File: src/rtl/onchip_mem_burst_reader.sv
// Avalon-MM burst read master for a fixed-latency on-chip RAM, feeding a FWFT FIFO
// that drives a valid/ready stream with an end-of-burst marker.
module onchip_mem_burst_reader #(
   parameter int ADDR_W       = 10,
   parameter int DATA_W       = 32,
   parameter int READ_LATENCY = 1,
   parameter int FIFO_DEPTH   = 8
) (
   input  logic              clk,
   input  logic              reset,
   input  logic              start,
   input  logic [ADDR_W-1:0] base_addr,
   input  logic [ADDR_W:0]   word_count,
   output logic              busy,
   output logic              done,
   output logic [ADDR_W-1:0] avm_address,
   output logic              avm_chipselect,
   output logic              avm_read,
   input  logic [DATA_W-1:0] avm_readdata,
   output logic [DATA_W-1:0] st_data,
   output logic              st_valid,
   output logic              st_last,
   input  logic              st_ready
);
   localparam int CW = $clog2(FIFO_DEPTH) + 1;
   localparam int PW = $clog2(FIFO_DEPTH);
   localparam logic [CW-1:0] DEPTH_C = CW'(FIFO_DEPTH);

   typedef enum logic [1:0] {IDLE = 2'd0, READ = 2'd1, DRAIN = 2'd2} state_t;

   state_t                  state_r;
   logic                    busy_r, done_r, read_r;
   logic [ADDR_W-1:0]       addr_r, next_addr_r;
   logic [ADDR_W:0]         req_left_r;
   logic [CW-1:0]           reserved_r, fifo_count_r;
   logic [READ_LATENCY-1:0] tag_valid_r, tag_last_r;
   logic [PW-1:0]           rd_ptr_r, wr_ptr_r;
   logic [DATA_W-1:0]       mem_data_r [FIFO_DEPTH];
   logic                    mem_last_r [FIFO_DEPTH];

   logic                    push_s, pop_s, last_issue_s, accept_s, issue_s;
   logic [CW-1:0]           reserved_base_s;
   logic [ADDR_W-1:0]       issue_addr_s;

   // reserved_r counts FIFO entries plus reads in flight plus the request on the bus,
   // so a new request is only issued when its data is guaranteed a FIFO slot.
   always_comb begin
      push_s          = tag_valid_r[READ_LATENCY-1];
      pop_s           = (fifo_count_r != '0) && st_ready;
      last_issue_s    = read_r && (req_left_r == '0);
      reserved_base_s = reserved_r - CW'(pop_s);
      accept_s        = (state_r == IDLE) && start && (word_count != '0);
      issue_s         = 1'b0;
      issue_addr_s    = next_addr_r;
      if (accept_s) begin
         issue_s      = 1'b1;
         issue_addr_s = base_addr;
      end else if ((state_r == READ) && (req_left_r != '0) && (reserved_base_s < DEPTH_C)) begin
         issue_s      = 1'b1;
         issue_addr_s = next_addr_r;
      end else begin
         issue_s      = 1'b0;
         issue_addr_s = next_addr_r;
      end
   end

   // Burst control FSM and registered request outputs
   always_ff @(posedge clk) begin
      if (reset) begin
         state_r     <= IDLE;
         busy_r      <= 1'b0;
         done_r      <= 1'b0;
         read_r      <= 1'b0;
         addr_r      <= '0;
         next_addr_r <= '0;
         req_left_r  <= '0;
         reserved_r  <= '0;
      end else begin
         done_r     <= 1'b0;
         read_r     <= issue_s;
         reserved_r <= reserved_base_s + CW'(issue_s);
         if (issue_s) begin
            addr_r      <= issue_addr_s;
            next_addr_r <= issue_addr_s + ADDR_W'(1);
         end
         case (state_r)
            IDLE: begin
               if (accept_s) begin
                  busy_r     <= 1'b1;
                  state_r    <= READ;
                  req_left_r <= word_count - (ADDR_W + 1)'(1);
               end else if (start) begin
                  done_r <= 1'b1;
               end
            end
            READ: begin
               if (issue_s) begin
                  req_left_r <= req_left_r - (ADDR_W + 1)'(1);
               end
               if (last_issue_s) begin
                  state_r <= DRAIN;
               end
            end
            DRAIN: begin
               if (pop_s && st_last) begin
                  state_r <= IDLE;
                  busy_r  <= 1'b0;
                  done_r  <= 1'b1;
               end
            end
            default: state_r <= IDLE;
         endcase
      end
   end

   // Return-tag pipeline aligned to the slave latency, and FIFO pointers/occupancy
   always_ff @(posedge clk) begin
      if (reset) begin
         tag_valid_r  <= '0;
         tag_last_r   <= '0;
         rd_ptr_r     <= '0;
         wr_ptr_r     <= '0;
         fifo_count_r <= '0;
      end else begin
         tag_valid_r[0] <= read_r;
         tag_last_r[0]  <= last_issue_s;
         for (int i = 1; i < READ_LATENCY; i++) begin
            tag_valid_r[i] <= tag_valid_r[i-1];
            tag_last_r[i]  <= tag_last_r[i-1];
         end
         if (push_s) begin
            wr_ptr_r <= wr_ptr_r + PW'(1);
         end
         if (pop_s) begin
            rd_ptr_r <= rd_ptr_r + PW'(1);
         end
         fifo_count_r <= fifo_count_r + CW'(push_s) - CW'(pop_s);
      end
   end

   // FIFO storage; contents are only observed while the occupancy says they are valid
   always_ff @(posedge clk) begin
      if (push_s) begin
         mem_data_r[wr_ptr_r] <= avm_readdata;
         mem_last_r[wr_ptr_r] <= tag_last_r[READ_LATENCY-1];
      end
   end

   assign busy           = busy_r;
   assign done           = done_r;
   assign avm_read       = read_r;
   assign avm_chipselect = read_r;
   assign avm_address    = addr_r;
   assign st_valid       = (fifo_count_r != '0);
   assign st_data        = mem_data_r[rd_ptr_r];
   assign st_last        = (fifo_count_r != '0) && mem_last_r[rd_ptr_r];
endmodule
File: config.mk
export PLATFORM = sky130hd
export DESIGN_NAME = onchip_mem_burst_reader
export DESIGN_NICKNAME = d
export VERILOG_FILES = /design/src/rtl/onchip_mem_burst_reader.sv
export SDC_FILE = /design/constraint.sdc
export NUM_CORES = 1
export LEC_CHECK = 0
export ABC_AREA = 1
export CAP_MARGIN = 30
export CORE_ASPECT_RATIO = 2
export CORE_MARGIN = 2
export CORE_UTILIZATION = 35
export DETAILED_ROUTE_END_ITERATION = 6
export DONT_BUFFER_PORTS = 1
export HOLD_SLACK_MARGIN = 0.15
export PLACE_DENSITY_LB_ADDON = 0.25
export SETUP_SLACK_MARGIN = 0.1
export SLEW_MARGIN = 0
export SYNTH_ARGS = -nofsm -noshare
export SYNTH_HDL_FRONTEND = slang
export SYNTH_SLANG_ARGS = --single-unit
File: constraint.sdc
create_clock -name clk -period 3.5 [get_ports clk]
set_clock_uncertainty 0.1 [all_clocks]
set_input_delay 0.525 -clock clk [delete_from_list [all_inputs] [get_ports clk]]
set_output_delay 0.525 -clock clk [all_outputs]
set_load 0.03 [all_outputs]
Word level (Yosys, flattened, before mapping):

Memory sizes are Yosys's and may differ from the RTL's. A register that Yosys moved wholly into a read port is not among the register bits.
Cells that the tools add are included.

* register bits: 52
* bits in writable memories: 264
* bits of input ports: 57
* output and inout port bits: 48
* logic and storage cells: 72
* memories kept: 2

Memory list
* mem_data_r: words 8, width 32, read ports 1, clocked after Yosys merged registers in 1, write ports 1, RTL line 38 `logic [DATA_W-1:0] mem_data_r [FIFO_DEPTH];`
* mem_last_r: words 8, width 1, read ports 1, clocked after Yosys merged registers in 1, write ports 1, RTL line 39 `logic mem_last_r [FIFO_DEPTH];`

* $add $sub $neg: 9
* $lt $le $gt $ge: 1
* equality and inequality tests: 6
* mux-type cells: 23
* reductions and logical operators: 18

Operators with widths (number)
* 2-to-1 mux 11 bit: 2
* one-hot mux 11 bit (2 select lines): 1
* nonzero test 11 bit: 2
* subtractor 11 x 1 -> 11 bit (second input constant): 2
* 2-to-1 mux 3 bit: 4
* zero test 11 bit: 1
* adder 10 x 1 -> 10 bit (second input constant): 1
* 2-to-1 mux 10 bit: 1
* 2-to-1 mux 1 bit: 9
* AND reduction 3 bit: 3
* adder 4 x 1 -> 4 bit: 2
* logical AND 1 bit: 8
* != test 2 bit (second input constant): 4
* subtractor 4 x 1 -> 4 bit: 2
* adder 3 x 1 -> 3 bit (second input constant): 2
* 2-to-1 mux 2 bit: 3
* one-hot mux 2 bit (3 select lines): 1
* < comparator 4 bit (second input constant): 1
* one-hot mux 1 bit (2 select lines): 2
* nonzero test 2 bit: 2
* nonzero test 4 bit: 1
* == test 2 x 1 -> 1 bit (second input constant): 1
* == test 2 bit (second input constant): 1
* zero test 2 bit: 1

Logic depth before layout (Yosys ltp):

Gate-level depths: netlist of run 1.

* depth in word-level cells: 9
* gate-level depth with buffers: 17
* depth with buffers taken out: 16

Worst setup path after synthesis of run 1:

OpenSTA, ideal clock, no wires.

* kind: reg2reg
* from: register tag_valid_r, in the netlist push_s
* to: memory mem_data_r[0][0], enable pin
* setup time: 0.423 ns
* data arrival time: 2.123 ns
* data required time: 2.977 ns
* path slack: 0.854 ns
* stages on the path, launching flop included: 4
* period minus slack after synthesis: 2.646 ns
* path through: dfxtp_1 > inv_1 > or2_2 > nor2_1

* cells in the longest elaborated chain, start to end: 2

Ends and longest elaborated chain
* start: declaration: RTL line 36 `logic [READ_LATENCY-1:0] tag_valid_r, tag_last_r;`
* start signal: indexed assignment: RTL line 128 `tag_valid_r[i] <= tag_valid_r[i-1];`
* 2-to-1 mux 1 bit: RTL line 143 `if (push_s) begin`
* 2-to-1 mux 1 bit (implied by the code): RTL line 144 `mem_data_r[wr_ptr_r] <= avm_readdata;`
* end: declaration: RTL line 38

Every way passes these cells.

==> results of run 1 <==
==> synthesized netlist by cell type (5+ instances only) <==
| cell | count | area share |
|---|---|---|
| o21ai_0 | 164 | 0.062 |
| inv_1 | 58 | 0.017 |
| edfxtp_1 | 264 | 0.60 |
| a21oi_1 | 26 | 0.0099 |
| nand2_2 | 10 | 0.0048 |
| nand3_1 | 27 | 0.010 |
| o22ai_1 | 32 | 0.015 |
| o21ai_1 | 12 | 0.0046 |
| buf_2 | 8 | 0.0030 |
| clkbuf_1 | 39 | 0.011 |
| a31oi_1 | 35 | 0.017 |
| xor2_1 | 5 | 0.0033 |
| nand2_1 | 85 | 0.024 |
| ha_1 | 13 | 0.012 |
| inv_2 | 6 | 0.0017 |
| nor2_1 | 293 | 0.084 |
| dfxtp_1 | 55 | 0.084 |
| buf_1 | 11 | 0.0031 |
==> power by group through the flow <==
stage / clock network (µW) / registers, µW / logic [µW]
CTS: 3060 / 4450 / 2910
global placement: 0 / 4530 / 2780
finish: 2990 / 4450 / 2860
global route: 3180 / 4470 / 3190
floorplan: 0 / 4470 / 1980
detailed placement: 0 / 4530 / 2820
==> area by class of cell <==
type | count | area share
inverters | 65 | 0.0163
well taps | 459 | 0.0375
diodes | 1 | 0.000163
multi-input cells | 740 | 0.239
repair buffers | 90 | 0.0603
flip-flops and latches | 319 | 0.590
clock inverters | 7 | 0.00572
clock buffers | 42 | 0.0509
==> flip-flops by register name, summed over array words and instances, names as in the netlist, named ones only <==
name,flops
avm_chipselect,1
tag_last_r,1
rd_ptr_r,3
fifo_count_r,4
wr_ptr_r,3
mem_last_r,8
req_left_r,11
reserved_r,4
push_s,1
next_addr_r,10
avm_address,10
busy,1
done,1
mem_data_r,256
state_r,2
==> kinds of logic after synthesis <==
logic type / Yosys count / share of synthesized area
compound gates: 281 / 0.117
xor+xnor: 8 / 0.00533
fa+ha+maj: 14 / 0.0139
buf+inv: 129 / 0.0403
flops: 319 / 0.686
simple gates: 437 / 0.137
==> through the flow <==
| step | hold WS [ns] | cells | power, µW | cell area, µm² |
|---|---|---|---|---|
| after floorplan | 0.333 | 1188 | 6450 | 13200 |
| after global placement | 0.353 | 1636 | 7310 | 14000 |
| after detailed placement | 0.356 | 1637 | 7360 | 14100 |
| after CTS | 0.172 | 1722 | 10400 | 15300 |
| after global routing | 0.228 | 1723 | 10800 | 15300 |
| final | 0.196 | 1723 | 10300 | 15300 |
==> critical path: cells and delay by family, from the launching register on <==
family,cells,cell delay (ns)
buf+inv,2,0.73
simple gates,1,0.07
compound gates,3,0.68
flops,1,0.51
==> metal layers <==
layer,track usage,vias up,part of all wire
li1,-,4261,-
met1,0.170,4418,0.38
met2,0.311,183,0.55
met3,0.0222,61,0.037
met4,0.0674,0,0.035
met5,0,-,0
==> worst paths after layout <==
path	endpoint	slack, ns	cells after the start
worst max-delay path	st_data[4]	0.33	6
worst min-delay path	req_left_r[2]	0.20	4
worst max register to register	next_addr_r[9]	0.61	18
worst min register to register	rd_ptr_r[2]	0.37	2
==> impl_metrics.tcl, run 1 <==
set metrics [dict create \
    run_status "finished, final reports clean" \
    final_common_cell "nor2_1" \
    antenna_found_initial 1 \
    num-fill-cells 3497 \
    yosys_register_bits 319 \
    multiInputGateArea_um2 3650 \
    drc 0 \
    finalSetupTns_ns 0 \
    hold_buffers 36 \
    netlist_instances 1188 \
    pwr-share-comb 0.277 \
    grt_start_max_net_pins 81 \
    dp_hpwl_um 19000 \
    worst_setup_path_end_kind "output pin" \
    path_class "reg2out" \
    via_per_inst 5.18 \
    fin_util 0.412 \
    yosys.cell_types.count 42 \
    seq_area_um2 9030 \
    initial_core_util 0.354 \
    p_clk_frac 0.291 \
    syn_nets 1259 \
    cts_tree "yes" \
    finalCriticalPeriod_ns 3.17 \
    final_antenna_net_count 0 \
    swShare 0.329 \
    crit_path_top_delay_cell "dfxtp_4" \
    final_nets 1314 \
    fin_crit_sh 0.905 \
    tightest_slew_ns 0.868 \
    ctsHtreeMaxLevel 1 \
    seqPwrFrac 0.432 \
    slew_viol_final 0 \
    dr.pass1.iters 4 \
    drtIter0Drc 469 \
    area_growth_pct 16.4 \
    rsz0062_at_grt "no" \
    ios 105 \
    root_buffer "clkbuf_16" \
    crit_arrival_ns 2.54 \
    ys.flop_type "edfxtp_1" \
    max_stage_delay_ns 0.51 \
    fmax_mhz 316 \
    ctsResizeCount 0 \
    grt_pass1_wl_um 49800 \
    pre_cts_ws_ns 0.652 \
    drive_above_1_share 0.112 \
    cts_sinks 319 \
    synth-seq-area-share 0.686 \
    synth-edff-count 264 \
    cts_setup_buffers 0 \
    coreArea_um2 37200 \
    cts_buffers 27 \
    clk_latency_ns 0.54 \
    io_buffers 0 \
    drt_wl_total_um 31500 \
    syn_area_per_cell_um2 11.1 \
    internal_power_uw 6910 \
    yosys_warnings 0 \
    grt_usage 0.161 \
    setup.worst_path.start_class "register" \
    r2r-start "fifo_count_r[2]" \
    async_flop_share 0 \
    overflow 0 \
    cap_viol_max_count 0 \
    wl_per_cell_um 18.3 \
    hp-class "in2reg" \
    syn-cell-area_um2 13200 \
    die-area_um2 39200 \
    mostFrequentLayoutCells "nor2_1, edfxtp_1, o21ai_0" \
    hold_violations 0 \
    rows 100 \
    cp_data_required_time_ns 2.87 \
    power_density_nw_per_um2 673 \
    cpMostUsedCell "buf_4" \
    leakage_uw 0.00537 \
    fp.dieW_um 141 \
    hold_start "word_count[2]" \
    cts.clk_slew.worst_paths_ns 0.07 \
    setup_viol 0 \
    path_cells "buf_4 > o21ai_0 > o22ai_1 > nor2_1 > a31oi_1 > buf_4" \
    clock_path_buffers 3 \
    max-slew-margin-rel 0.420 \
    die_h_um 278 \
    peakVddDrop_uv 447 \
    num_vias 8923 \
    worst_slack_ns 0.334 \
    gp_congestion 0.792 \
    grt_pass1_vias 9291 \
    p_switching_uw 3390 \
    worst-path-max-fanout 48 \
]
(Power assumes the default switching activity.)
==> run 2, diff against run 1 <==
--- a/config.mk
+++ b/config.mk
@@ -5,7 +5,6 @@
 export SDC_FILE = /design/constraint.sdc
 export NUM_CORES = 1
 export LEC_CHECK = 0
-export ABC_AREA = 1
 export CAP_MARGIN = 30
 export CORE_ASPECT_RATIO = 2
 export CORE_MARGIN = 2
==> run 2 against run 1 <==
Register-to-register slack got worse by 0.23 ns. Sequential share of layout area decreased by 0.059 points. Cell area increased by 0.11%. Die area decreased by 0.85%. Synthesized area decreased by 0.87%. Flip-flop and latch count unchanged. Sequential power increased by 2%. Core utilization increased by 0.19 points. Non-clock buffer count decreased by 14. Combinational power decreased by 21%. Critical path type is now reg2reg. Largest cell class unchanged.
==> impl_metrics.tcl, run 2 <==
set metrics [dict create \
    drtIter0Drc 252 \
    fp.dieW_um 140 \
    num_vias 7060 \
    yosys-top-cells-area "edfxtp_1, mux4_2, dfxtp_1" \
    syn_nets 858 \
    cts_sinks 319 \
    r2r_slack_ns 0.38 \
    drc 0 \
    rsz0062_at_grt "no" \
    fin_crit_sh 0.891 \
    leakage_uw 0.00489 \
    placed_area_um2 13800 \
    finalCriticalPeriod_ns 3.12 \
    yosys_warnings 0 \
    ctsHtreeMaxLevel 1 \
    drt_wl_total_um 28900 \
    clock_path_buffers 3 \
    place_inst 1233 \
    hp-class "in2reg" \
    gp_congestion 0.838 \
    cp_data_required_time_ns 3.84 \
    cts_tree "yes" \
    finalInstanceArea_um2 15300 \
    setup.worst_path.start_class "register" \
    p_switching_uw 2880 \
    dr.pass1.iters 4 \
    fin_cells 1340 \
    clk_latency_ns 0.56 \
    internal_power_uw 7280 \
    holdWs_ns 0.177 \
    die_h_um 277 \
    largest_reg_flops 256 \
    rows 100 \
    finalSetupTns_ns 0 \
    drive_above_1_share 0.218 \
    swShare 0.283 \
    hold_violations 0 \
    top_register "mem_data_r" \
    initial_core_util 0.352 \
    synth_most_common_cell "edfxtp_1" \
    max_stage_delay_ns 0.57 \
    root_buffer "clkbuf_16" \
    path_class "reg2reg" \
    power_density_nw_per_um2 663 \
    overflow 0 \
    final_nets 926 \
    synth_top_area_frac 0.608 \
    final_antenna_net_count 0 \
    run_status "finished, final reports clean" \
    worst-path-max-fanout 14 \
    crit_arrival_ns 3.46 \
    coreArea_um2 37000 \
    synth-seq-area-share 0.692 \
    mostFrequentLayoutCells "edfxtp_1, mux4_2, nor2_1" \
    die-area_um2 38900 \
    ys_top_cells_by_count "edfxtp_1, mux4_2, nor2_1" \
    cts.clk_slew.worst_paths_ns 0.07 \
    reg.largest.list "mem_data_r x256, req_left_r x11" \
    peakVddDrop_uv 444 \
    cts_buffers 30 \
    yosys_register_bits 319 \
    via_per_inst 5.27 \
    yosys.cell_types.count 54 \
    grt_pass1_vias 7509 \
    netlist_instances 787 \
    io_buffers 0 \
    ios 105 \
    area_growth_pct 17.5 \
    dp_hpwl_um 18100 \
    p_clk_frac 0.332 \
    pwr-share-comb 0.224 \
    async_flop_share 0 \
    fmax_mhz 321 \
    slew_viol_final 0 \
    synth-edff-count 264 \
    syn-cell-area_um2 13000 \
    antenna_found_initial 2 \
    max-slew-margin-rel 0.532 \
    tightest_slew_ns 0.702 \
    syn_area_per_cell_um2 16.6 \
    grt_usage 0.150 \
    ys.flop_type "edfxtp_1" \
    grt_start_max_net_pins 56 \
    setup_viol 0 \
    crit_path_top_delay_cell "dlygate4sd3_1" \
    cts_setup_buffers 0 \
    wl_per_cell_um 21.5 \
    path_cells "inv_1 > ha_1 > nand2_1 > nand2_1 > inv_2 > ha_1 > nor3b_1 > xnor2_1 > and3_2 > buf_4 > a41oi_1 > a31oi_1 > dlygate4sd3_1 > a21oi_1" \
    worst_setup_path_end_kind "register" \
    cap_viol_max_count 0 \
    final_common_cell "edfxtp_1" \
    seqPwrFrac 0.445 \
    synth.largest_area_cell "edfxtp_1" \
    grt_pass1_wl_um 44300 \
]
==> run 2: cell types whose count changed after synthesis, moves of 20 or more <==
cell / before / now
clkbuf_1: 39 / 19
mux4_2: 0 / 66
nand2_1: 85 / 56
a31oi_1: 35 / 7
mux2_2: 0 / 34
nor2_1: 293 / 64
o21ai_0: 164 / 14
inv_1: 58 / 18
o22ai_1: 32 / 2
==> run 2: timing repair <==
action | in CTS | in global routing
resized for setup | 0 | 2
setup endpoints to repair | 0 | 1
hold buffers | 49 | 0
endpoints found under the hold margin | 311 | 0
==> run 2: power by group through the flow <==
stage,clock network (µW),logic [µW],registers (µW)
detailed placement,0,2230,4610
CTS,3470,2340,4530
global placement,0,2230,4610
floorplan,0,1850,4460
finish,3370,2270,4520
global route,3600,2480,4550
==> run 2: cells by family (layout without fill, tap and decap cells) <==
group / count (synthesis) / count (layout) / synth area share
AOI/OAI and AO/OA: 72 / 72 / 0.0379
xor gates and xnor gates: 20 / 20 / 0.0134
adders and majority gates: 14 / 14 / 0.0140
buffers and inverters: 59 / 151 / 0.0191
DFF: 319 / 319 / 0.692
muxes: 112 / 112 / 0.153
other: 0 / 2 / 0
and+or+nand+nor: 191 / 191 / 0.0706
==> run 2: metrics by stage <==
| step | worst slack (ns) | util | power [µW] |
|---|---|---|---|
| 6_report | 0.381 | 0.414 | 10200 |
| 5_1_grt | 0.109 | 0.414 | 10600 |
| 4_1_cts | 0.230 | 0.414 | 10300 |
| 3_5_place_dp | 0.588 | 0.372 | 6840 |
| 3_3_place_gp | 0.623 | 0.372 | 6840 |
| 2_1_floorplan | 0.144 | - | 6310 |
==> run 2: area by class of cell <==
| class | count | area, µm² |
|---|---|---|
| repair buffers | 76 | 798 |
| well taps | 459 | 574 |
| fillers | 3398 | 21700 |
| inverters | 19 | 71.3 |
| clock inverters | 19 | 223 |
| multi-input cells | 409 | 3820 |
| diodes | 2 | 5.00 |
| flip-flops and latches | 319 | 9030 |
| clock buffers | 37 | 798 |
==> run 2: worst paths after layout <==
path | from | end | cells after the start
worst max register to register | fifo_count_r[2] | next_addr_r[7] | 14
worst min register to register | req_left_r[0] | req_left_r[0] | 2
worst max-delay path | fifo_count_r[2] | next_addr_r[7] | 14
worst min-delay path | word_count[4] | req_left_r[4] | 2
==> run 2: critical path: cells and delay by family, from the launching register on <==
kind,cells,cell delay (ns)
simple gates,4,0.69
compound gates,3,0.35
buf+inv,4,0.96
xor+xnor,1,0.21
flops,1,0.31
fa+ha+maj,2,0.37
==> run 2: routing by layer <==
metal / track usage / routed length, µm / up-vias
met3: 0.0242 / 1190 / 48
met4: 0.0521 / 875 / 0
met1: 0.157 / 10300 / 3631
met5: 0 / 0 / -
li1: - / - / 3220
met2: 0.295 / 16500 / 161
